<file path="src/rtl/sm_clk_ctrl.sv">
// Core-clock controller: programmable divider with run/halt/step, PC breakpoint and core-cycle counter.
// clkOut/clkTick registered on clkIn; rises are only ever withheld, so clkOut always stops low.
module sm_clk_ctrl #(
  parameter int DIV_W     = 4,
  parameter int CNT_W     = 32,
  parameter bit RESET_RUN = 1'b1
) (
  input  logic             clkIn,
  input  logic             rst_n,
  input  logic [DIV_W-1:0] clkDevide,
  input  logic             clkEnable,
  input  logic             haltReq,
  input  logic             runReq,
  input  logic             stepReq,
  input  logic             bpEnable,
  input  logic [31:0]      bpAddr,
  input  logic [31:0]      pc,
  output logic             clkOut,
  output logic             clkTick,
  output logic             halted,
  output logic [CNT_W-1:0] cycleCount
);

  typedef enum logic [1:0] {
    RUN  = 2'd0,
    HALT = 2'd1,
    STEP = 2'd2
  } state_t;

  localparam state_t RST_STATE = RESET_RUN ? RUN : HALT;

  state_t           state, stateNext;
  logic [DIV_W-1:0] cnt, cntNext;
  logic             skipBp, skipBpNext;
  logic             togglePoint, risePoint, fallTaken, riseTaken;
  logic             bpHit, gateOpen;

  assign togglePoint = (cnt >= clkDevide);
  assign risePoint   = togglePoint && !clkOut;
  assign fallTaken   = togglePoint && clkOut;
  assign bpHit       = risePoint && bpEnable && (pc == bpAddr) && !skipBp;

  // haltReq wins over everything, so it also withholds a rise due on the same edge
  assign gateOpen  = clkEnable && !haltReq &&
                     (((state == RUN) && !bpHit) || (state == STEP));
  assign riseTaken = risePoint && gateOpen;

  assign halted = (state == HALT) && !clkOut;

  always_comb begin
    stateNext  = state;
    skipBpNext = skipBp;
    if (riseTaken) skipBpNext = 1'b0;
    case (state)
      RUN: begin
        if (haltReq || bpHit) stateNext = HALT;
      end
      HALT: begin
        if (haltReq) begin
          stateNext = HALT;
        end else if (runReq) begin
          stateNext  = RUN;
          skipBpNext = 1'b1;
        end else if (stepReq) begin
          stateNext  = STEP;
          skipBpNext = 1'b1;
        end
      end
      STEP: begin
        if (haltReq || riseTaken) stateNext = HALT;
      end
      default: stateNext = HALT;
    endcase
  end

  // A blocked rise parks cnt at the toggle point so the rise fires as soon as the gate opens
  always_comb begin
    cntNext = cnt + DIV_W'(1);
    if (fallTaken || riseTaken) cntNext = '0;
    else if (togglePoint)       cntNext = cnt;
  end

  always_ff @(posedge clkIn or negedge rst_n) begin
    if (!rst_n) begin
      state      <= RST_STATE;
      cnt        <= '0;
      skipBp     <= 1'b0;
      clkOut     <= 1'b0;
      clkTick    <= 1'b0;
      cycleCount <= '0;
    end else begin
      state   <= stateNext;
      cnt     <= cntNext;
      skipBp  <= skipBpNext;
      clkOut  <= clkOut ? !fallTaken : riseTaken;
      clkTick <= riseTaken;
      if (riseTaken) cycleCount <= cycleCount + CNT_W'(1);
    end
  end

endmodule

</file>
<file path="config.mk">
export PLATFORM = sky130hd
export DESIGN_NAME = sm_clk_ctrl
export DESIGN_NICKNAME = d
export VERILOG_FILES = /design/src/rtl/sm_clk_ctrl.sv
export SDC_FILE = /design/constraint.sdc
export NUM_CORES = 1
export LEC_CHECK = 0
export ABC_AREA = 1
export CAP_MARGIN = 25
export CORE_ASPECT_RATIO = 1.2
export CORE_MARGIN = 5
export CORE_UTILIZATION = 40
export DETAILED_ROUTE_END_ITERATION = 8
export PLACE_DENSITY = 0.72
export SLEW_MARGIN = 20
export SYNTH_ARGS = -nofsm -noshare
export SYNTH_HDL_FRONTEND = slang
export SYNTH_SLANG_ARGS = --single-unit
</file>
<file path="constraint.sdc">
create_clock -name clkIn -period 3.4 [get_ports clkIn]
set_clock_uncertainty 0.2 [all_clocks]
set_input_delay 0.34 -clock clkIn [delete_from_list [all_inputs] [get_ports clkIn]]
set_output_delay 0.34 -clock clkIn [all_outputs]
set_load 0.03 [all_outputs]
</file>
==> results of run 1 <==
-- power breakdown --
group / internal, uW / switching, uW
registers: 591 / 123
logic: 409 / 556
clock network: 240 / 177
total: 1240 / 856
-- area by class of cell --
class                           count  area share, %
Clock inverter                      1          0.676
Timing Repair Buffer              112           25.5
Sequential cell                    41           23.1
Multi-Input combinational cell    353           40.7
Clock buffer                        7           1.94
Inverter                           64           5.52
Tap cell                           92           2.59
-- through the flow --
| stage | worst slack, ns | util [%] |
|---|---|---|
| floorplan | 1.38 | - |
| global placement | 0.654 | 56.0 |
| detailed placement | 0.588 | 56.0 |
| CTS | 0.903 | 57.5 |
| global route | 0.720 | 58.0 |
| finish | 0.913 | 58.0 |
-- layout by cell type, fill, tap and decap left out, types with 2 or more instances in the layout --
cell                              Yosys  layout
sky130_fd_sc_hd__xnor2_1             16      16
sky130_fd_sc_hd__nor4_1               5       5
sky130_fd_sc_hd__ha_1                 6       6
sky130_fd_sc_hd__nor2_2               3       3
sky130_fd_sc_hd__nor3_2               3       3
sky130_fd_sc_hd__o21ai_0              4       4
sky130_fd_sc_hd__nor3_1              15      15
sky130_fd_sc_hd__inv_2                9       9
sky130_fd_sc_hd__nand4_1             10      10
sky130_fd_sc_hd__nand3_1             10      10
sky130_fd_sc_hd__o21ai_2              8       8
sky130_fd_sc_hd__nor2_4               2       2
sky130_fd_sc_hd__nand2_1            175     175
sky130_fd_sc_hd__xor2_1              28      28
sky130_fd_sc_hd__nor2_1              51      51
sky130_fd_sc_hd__nand2_2              3       3
sky130_fd_sc_hd__dfrtp_1             41      41
sky130_fd_sc_hd__inv_1               54      54
sky130_fd_sc_hd__clkdlybuf4s50_1      0     108
sky130_fd_sc_hd__o21ai_1              7       7
sky130_fd_sc_hd__clkbuf_8             0       6
-- timing repair --
item / 4_1_cts / 5_1_grt
buffers inserted: 0 / 0
hold buffers: 0 / 1
endpoints found under the hold margin: 0 / 20
-- flip-flops by register name, indices dropped and copies added (netlist names) --
name	cells
clkOut	1
clkTick	1
cnt	4
cycleCount	32
skipBp	1
state	2
-- worst max-delay path, delay by kind of cell --
family                     cells  cell delay [ns]
and+or+nand+nor                6             0.69
adders and majority gates      1             0.31
buffers and inverters          3             0.78
AOI/OAI and AO/OA              2             0.33
-- worst max-delay path by stage --
| stage | start | end | slack (ns) | depth (start not counted) |
|---|---|---|---|---|
| after floorplan | cycleCount[1]$_DFFE_PN0P_ | cycleCount[24]$_DFFE_PN0P_ | 1.38 | 11 |
| after global placement | clkDevide[3] | cycleCount[2]$_DFFE_PN0P_ | 0.65 | 12 |
| after detailed placement | clkDevide[3] | cycleCount[2]$_DFFE_PN0P_ | 0.59 | 12 |
| after CTS | clkDevide[3] | cycleCount[2]$_DFFE_PN0P_ | 0.90 | 12 |
| after global routing | clkDevide[1] | cycleCount[2]$_DFFE_PN0P_ | 0.72 | 14 |
| final | clkDevide[3] | cycleCount[2]$_DFFE_PN0P_ | 0.91 | 12 |
-- Yosys cell counts (all sizes together) --
cell type and count:
o21ai 19, nand3 12, nor2 56, a22o 1, nand4 10, o21bai 1
buf 6, xor2 28, inv 64, dfrtp 41, nor3 18, xnor2 16
a21oi 1, nor4 5, ha 6, or2 1, nand2 179
-- cell families (layout without fill, tap and decap cells) --
group           Yosys count  in the layout
simple gates            281            281
buf+inv                  70            184
xor+xnor                 44             44
flops                    41             41
compound gates           22             22
fa+ha+maj                 6              6
-- metal layers --
layer	up-vias	share of wire (%)	wire length [um]
met3	18	6.5	639
met4	0	2.3	226
met1	1495	43	4240
li1	1654	-	-
met5	-	0	0
met2	127	48	4650
==> flow_metrics.tcl, run 1 <==
set metrics [dict create \
    run_status "finished, final reports clean" \
    antenna_violating_nets_post_route 0 \
    source_of_the_worst_hold_timing_path "skipBp$_DFF_PN0_" \
    startpoint_of_the_most_critical_register_to_register_path "cnt[3]$_DFFE_PN0P_" \
    critical_path.max_stage_delay_ns 0.45 \
    cap_violations 0 \
    synth.avg_cell_area_um2 6.78 \
    reg2reg_slack_ns 1.04 \
    via_count 3294 \
    synth-warning-count 0 \
    dr.first_iter.drc_count 128 \
    ir_drop_uv 297 \
    initial_utilization_pct 41.0 \
    layout-drive-gt1-share_pct 7.44 \
    dp.cells 660 \
    insertion_delay_ns 0.30 \
    multi_input_comb_area_um2 1810 \
    setup.worst_path.end_class "flop" \
    synth-xor-area-share_pct 12.3 \
    cp.arrival_ns 2.47 \
    synth_sequential_area_ratio_pct 32.6 \
    viasPerCell 4.92 \
    yosys.area_share.adder_pct 2.39 \
    synth_mux_area_share_pct 0 \
    grtUsageTotal_pct 20.3 \
    worstHoldPathType "flop to flop" \
    synthesis.area_um2 3140 \
    worstSetupStartpointType "input pin" \
    critical_path.slowest_cell "sky130_fd_sc_hd__clkdlybuf4s50_1" \
    timing.fmax_mhz 402 \
    initial_antenna_violation_count 0 \
    timing.setup.critical_path_class "input pin to flop" \
    cts_htree_levels 2 \
    totalPowerFinal_uw 2100 \
    synthCells 464 \
    fin_setup_tns_ns 0 \
    drcViolationCount 0 \
    hold_viol_final 0 \
    core_area_um2 7660 \
    max_slew_margin_pct 64.7 \
    finalInstanceArea_um2 4440 \
    path_max_fanout 19 \
    final-instance-count-excl-fill 670 \
    number_of_global_route_vias_before_repair 3411 \
    synthSimpleGateAreaFrac_pct 38.2 \
    synth.top_cell.area_share_pct 32.6 \
    min_delay_path_depth 2 \
    syn-num-nets 545 \
    tritoncts_clock_tree "yes" \
    grt_setup_unrepaired "false" \
    tightestPinTransition_ns 0.530 \
    clock_tree.root_cell "sky130_fd_sc_hd__clkbuf_8" \
    cell_type_contributing_the_most_total_cell_area_after_synthesis "sky130_fd_sc_hd__dfrtp_1" \
    globalRouteMet2Util_pct 35.6 \
    final_net_count 658 \
    wl_um 9760 \
    post-dp-hpwl_um 7760 \
    postPlaceCellArea_um2 4290 \
    io_pins 110 \
    max-clock-path-buffers 2 \
    min_delay_worst_endpoint "skipBp$_DFF_PN0_" \
    synth_compound_area_share_pct 4.66 \
    cts-buffers-inserted 5 \
    layout.filler_cells 753 \
    num_antenna_cells 0 \
    drt_pre_antenna_iters 4 \
    gr-usage-met3_pct 4.98 \
    seqCellArea_um2 1030 \
    die_h_um 107 \
    grt_max_degree 42 \
    finalSetupViolations 0 \
    area_delta_synth_final_pct 41.3 \
    ys_top_cells_by_area "sky130_fd_sc_hd__dfrtp_1 33%, sky130_fd_sc_hd__nand2_1 21%, sky130_fd_sc_hd__xor2_1 7.8%" \
    critical_path.reg2reg.endpoint "cycleCount[2]$_DFFE_PN0P_" \
    power.density_cell_area_nw_per_um2 472 \
    post_cts_sizing_count 0 \
    clock-sinks 41 \
    synth_cell_types 29 \
    wl_per_cell_um 14.6 \
    timing.final.crit_period_ns 2.49 \
    buffer_ports.inserted 109 \
    placementRows 35 \
    grtUsageMet1_pct 24.0 \
    die_area_um2 9740 \
    globalRouteOverflowTotal 0 \
    period_share_pct 73.1 \
    static_leak_uw 0.00211 \
    global_route_wire_length_before_repair_um 16400 \
    final-max-slew-violation-count 0 \
    critical_path.cell_chain "clkdlybuf4s50_1 -> inv_1 -> ha_1 -> a21oi_1 -> nand3_2 -> nand2_4 -> nor2_2 -> nand2_2 -> nand3_4 -> buf_4 -> o21ai_0 -> nand2_1" \
    most_utilized_layer_in_the_global_route_result "met2" \
    globalplace.congestion 0.965 \
    rr_worst_depth 10 \
    main_combinational_cell_family_by_area_after_synthesis "simple AND/OR/NAND/NOR gates" \
    hold_slack_ns 0.285 \
    die_x_um 90.9 \
    synth-seq-cells 41 \
    cp_data_required_time_ns 3.38 \
    cts.reportedPaths.clkPinSlew_ns 0.08 \
]
Note: power is estimated with default switching activity, not from simulation.
==> run 2: changes to the inputs <==
--- a/config.mk
+++ b/config.mk
@@ -11,7 +11,7 @@
 export CORE_MARGIN = 5
 export CORE_UTILIZATION = 40
 export DETAILED_ROUTE_END_ITERATION = 8
-export PLACE_DENSITY = 0.72
+export PLACE_DENSITY = 0.75
 export SLEW_MARGIN = 20
 export SYNTH_ARGS = -nofsm -noshare
 export SYNTH_HDL_FRONTEND = slang
==> constraint.sdc (replaced) <==
create_clock -name clkIn -period 2.16 [get_ports clkIn]
set_clock_uncertainty 0.2 [all_clocks]
set_input_delay 0.216 -clock clkIn [delete_from_list [all_inputs] [get_ports clkIn]]
set_output_delay 0.216 -clock clkIn [all_outputs]
set_load 0.03 [all_outputs]
==> run 2 against run 1 <==
Effect of this change: via count increased by 3.5%; design area is 5.9% higher; sequential power is 58% higher; power grew 63%; sequential cell count unchanged; first-iteration DRC count increased by 0.78%; worst hold slack lost 0.087 ns; wire length increased by 5.0%; critical path depth is 3 higher; register-to-register slack worse by 0.94 ns.
==> flow_metrics.tcl, run 2 (synthesis results as in run 1) <==
set metrics [dict create \
    run_status "finished, final reports clean" \
    clock_power_share_pct 15.1 \
    via_count 3409 \
    pwr-share-comb_pct 51.6 \
    grtUsageTotal_pct 20.5 \
    post-dp-hpwl_um 8230 \
    clock_tree.root_cell "sky130_fd_sc_hd__clkbuf_8" \
    die_area_um2 9740 \
    fin_setup_tns_ns 0 \
    worstSetupStartpointType "input pin" \
    hold_slack_ns 0.198 \
    share_seq_of_total_power_pct 33.3 \
    largest_registers "cycleCount x32, cnt x4, state x2" \
    antenna_violating_nets_post_route 0 \
    drt_pre_antenna_iters 4 \
    registers.top_by_ff_count "cycleCount" \
    max_slew_margin_pct 69.1 \
    clock-sinks 41 \
    period_share_pct 96.1 \
    finalSetupViolations 0 \
    num_antenna_cells 0 \
    path_max_fanout 8 \
    tritoncts_clock_tree "yes" \
    core_area_um2 7660 \
    globalRouteOverflowTotal 0 \
    timing.final.crit_period_ns 2.08 \
    cp.arrival_ns 2.06 \
    setup.worst_path.end_class "flop" \
    insertion_delay_ns 0.29 \
    placementRows 35 \
    largest_reg_flops 32 \
    wl_per_cell_um 15.0 \
    buffer_ports.inserted 109 \
    layout-drive-gt1-share_pct 13.7 \
    cts-buffers-inserted 5 \
    timing.setup.critical_path_class "input pin to flop" \
    number_of_global_route_vias_before_repair 3279 \
    wl_um 10300 \
    cts_htree_levels 2 \
    netSwitchingPower_uw 1430 \
    max-clock-path-buffers 2 \
    final_net_count 674 \
    reg2reg_slack_ns 0.10 \
    initial_antenna_violation_count 0 \
    drcViolationCount 0 \
    mostFrequentLayoutCell "sky130_fd_sc_hd__nand2_1" \
    cp_data_required_time_ns 2.15 \
    grt_max_degree 25 \
    rr_worst_depth 13 \
    timing.fmax_mhz 482 \
    ir_drop_uv 506 \
    globalplace.congestion 0.905 \
    initial_utilization_pct 41.0 \
    worstHoldPathType "input pin to async pin" \
    die_h_um 107 \
    tightestPinTransition_ns 0.460 \
    power_report.internal_total_uw 1980 \
    hold_viol_final 0 \
    switching_share_of_power_pct 41.9 \
    final-max-slew-violation-count 0 \
    die_x_um 90.9 \
    cts.reportedPaths.clkPinSlew_ns 0.08 \
    worstSetupStartpoint "clkDevide[1]" \
    viasPerCell 4.98 \
    critical_path.reg2reg.endpoint "cycleCount[25]$_DFFE_PN0P_" \
    global_route_wire_length_before_repair_um 16300 \
    io_pins 110 \
    final_cell_mix "160 x sky130_fd_sc_hd__nand2_1, 108 x sky130_fd_sc_hd__clkdlybuf4s50_1, 53 x sky130_fd_sc_hd__inv_1" \
    grt_setup_unrepaired "true" \
    power.density_cell_area_nw_per_um2 724 \
    startpoint_of_the_most_critical_register_to_register_path "cnt[1]$_DFFE_PN0P_" \
    dr.first_iter.drc_count 129 \
    area_delta_synth_final_pct 49.7 \
    cap_violations 0 \
    static_leak_uw 0.00224 \
]
[run 2: final cells by class]
type | count | area (um2)
fill | 713 | 2960
multi-input combinational | 353 | 1910
timing repair buffer | 128 | 1320
sequential | 41 | 1030
inverter | 64 | 248
tap | 92 | 115
clock buffer | 7 | 86.3
[run 2: critical path, cell delays in order]
cell and delay (ns):
sky130_fd_sc_hd__clkdlybuf4s50_1 0.47, sky130_fd_sc_hd__inv_1 0.07, sky130_fd_sc_hd__ha_4 0.27, sky130_fd_sc_hd__inv_2 0.03, sky130_fd_sc_hd__o21bai_1 0.11, sky130_fd_sc_hd__nand3_1 0.10, sky130_fd_sc_hd__nand3_2 0.10, sky130_fd_sc_hd__nand2_4 0.08
sky130_fd_sc_hd__nor2_4 0.08, sky130_fd_sc_hd__nand2_2 0.08, sky130_fd_sc_hd__nand3_4 0.12, sky130_fd_sc_hd__inv_8 0.07, sky130_fd_sc_hd__clkbuf_16 0.16, sky130_fd_sc_hd__nand2_1 0.05, sky130_fd_sc_hd__nand2_1 0.05
[run 2: how the worst max path moves through the flow]
| stage | cells after the start | endpoint | slack [ns] |
|---|---|---|---|
| after floorplan | 11 | cycleCount[24]$_DFFE_PN0P_ | 0.14 |
| after global placement | 15 | cycleCount[27]$_DFFE_PN0P_ | -0.18 |
| after detailed placement | 15 | cycleCount[24]$_DFFE_PN0P_ | -0.25 |
| after CTS | 15 | cycleCount[24]$_DFFE_PN0P_ | 0.06 |
| after global routing | 11 | cycleCount[10]$_DFFE_PN0P_ | -0.03 |
| final | 15 | cycleCount[25]$_DFFE_PN0P_ | 0.08 |
[run 2: layer usage]
layer,routed length [um],vias to the layer above,global-route usage (%)
li1,-,1691,-
met2,5020,142,35.5
met4,192,0,5.24
met1,4270,1560,25.4
met5,0,-,0
met3,776,16,5.19
[run 2: power groups by stage]
stage | clock (uW) | combinational [uW] | sequential (uW)
final | 514 | 1760 | 1130
after global routing | 552 | 1930 | 1160
after CTS | 518 | 1640 | 1130
after detailed placement | 0 | 1630 | 1140
after global placement | 0 | 1590 | 1130
after floorplan | 0 | 760 | 1310
[run 2: repair_timing]
action | 4_1_cts | 5_1_grt
hold endpoints to repair | 17 | 0
endpoints found under the setup margin | 0 | 30
gates resized for setup | 0 | 30
hold buffers | 1 | 0
buffers inserted | 0 | 2
[run 2: metrics by stage]
step	worst slack (ns)	util (%)	instances	instance area [um2]	total power, uW
3_5_place_dp	-0.245	57.9	673	4440	2770
6_report	0.0845	61.4	685	4710	3410
3_3_place_gp	-0.176	57.9	673	4440	2730
4_1_cts	0.0616	59.2	681	4530	3290
5_1_grt	-0.0265	61.4	685	4710	3650
2_1_floorplan	0.143	-	464	3140	2070
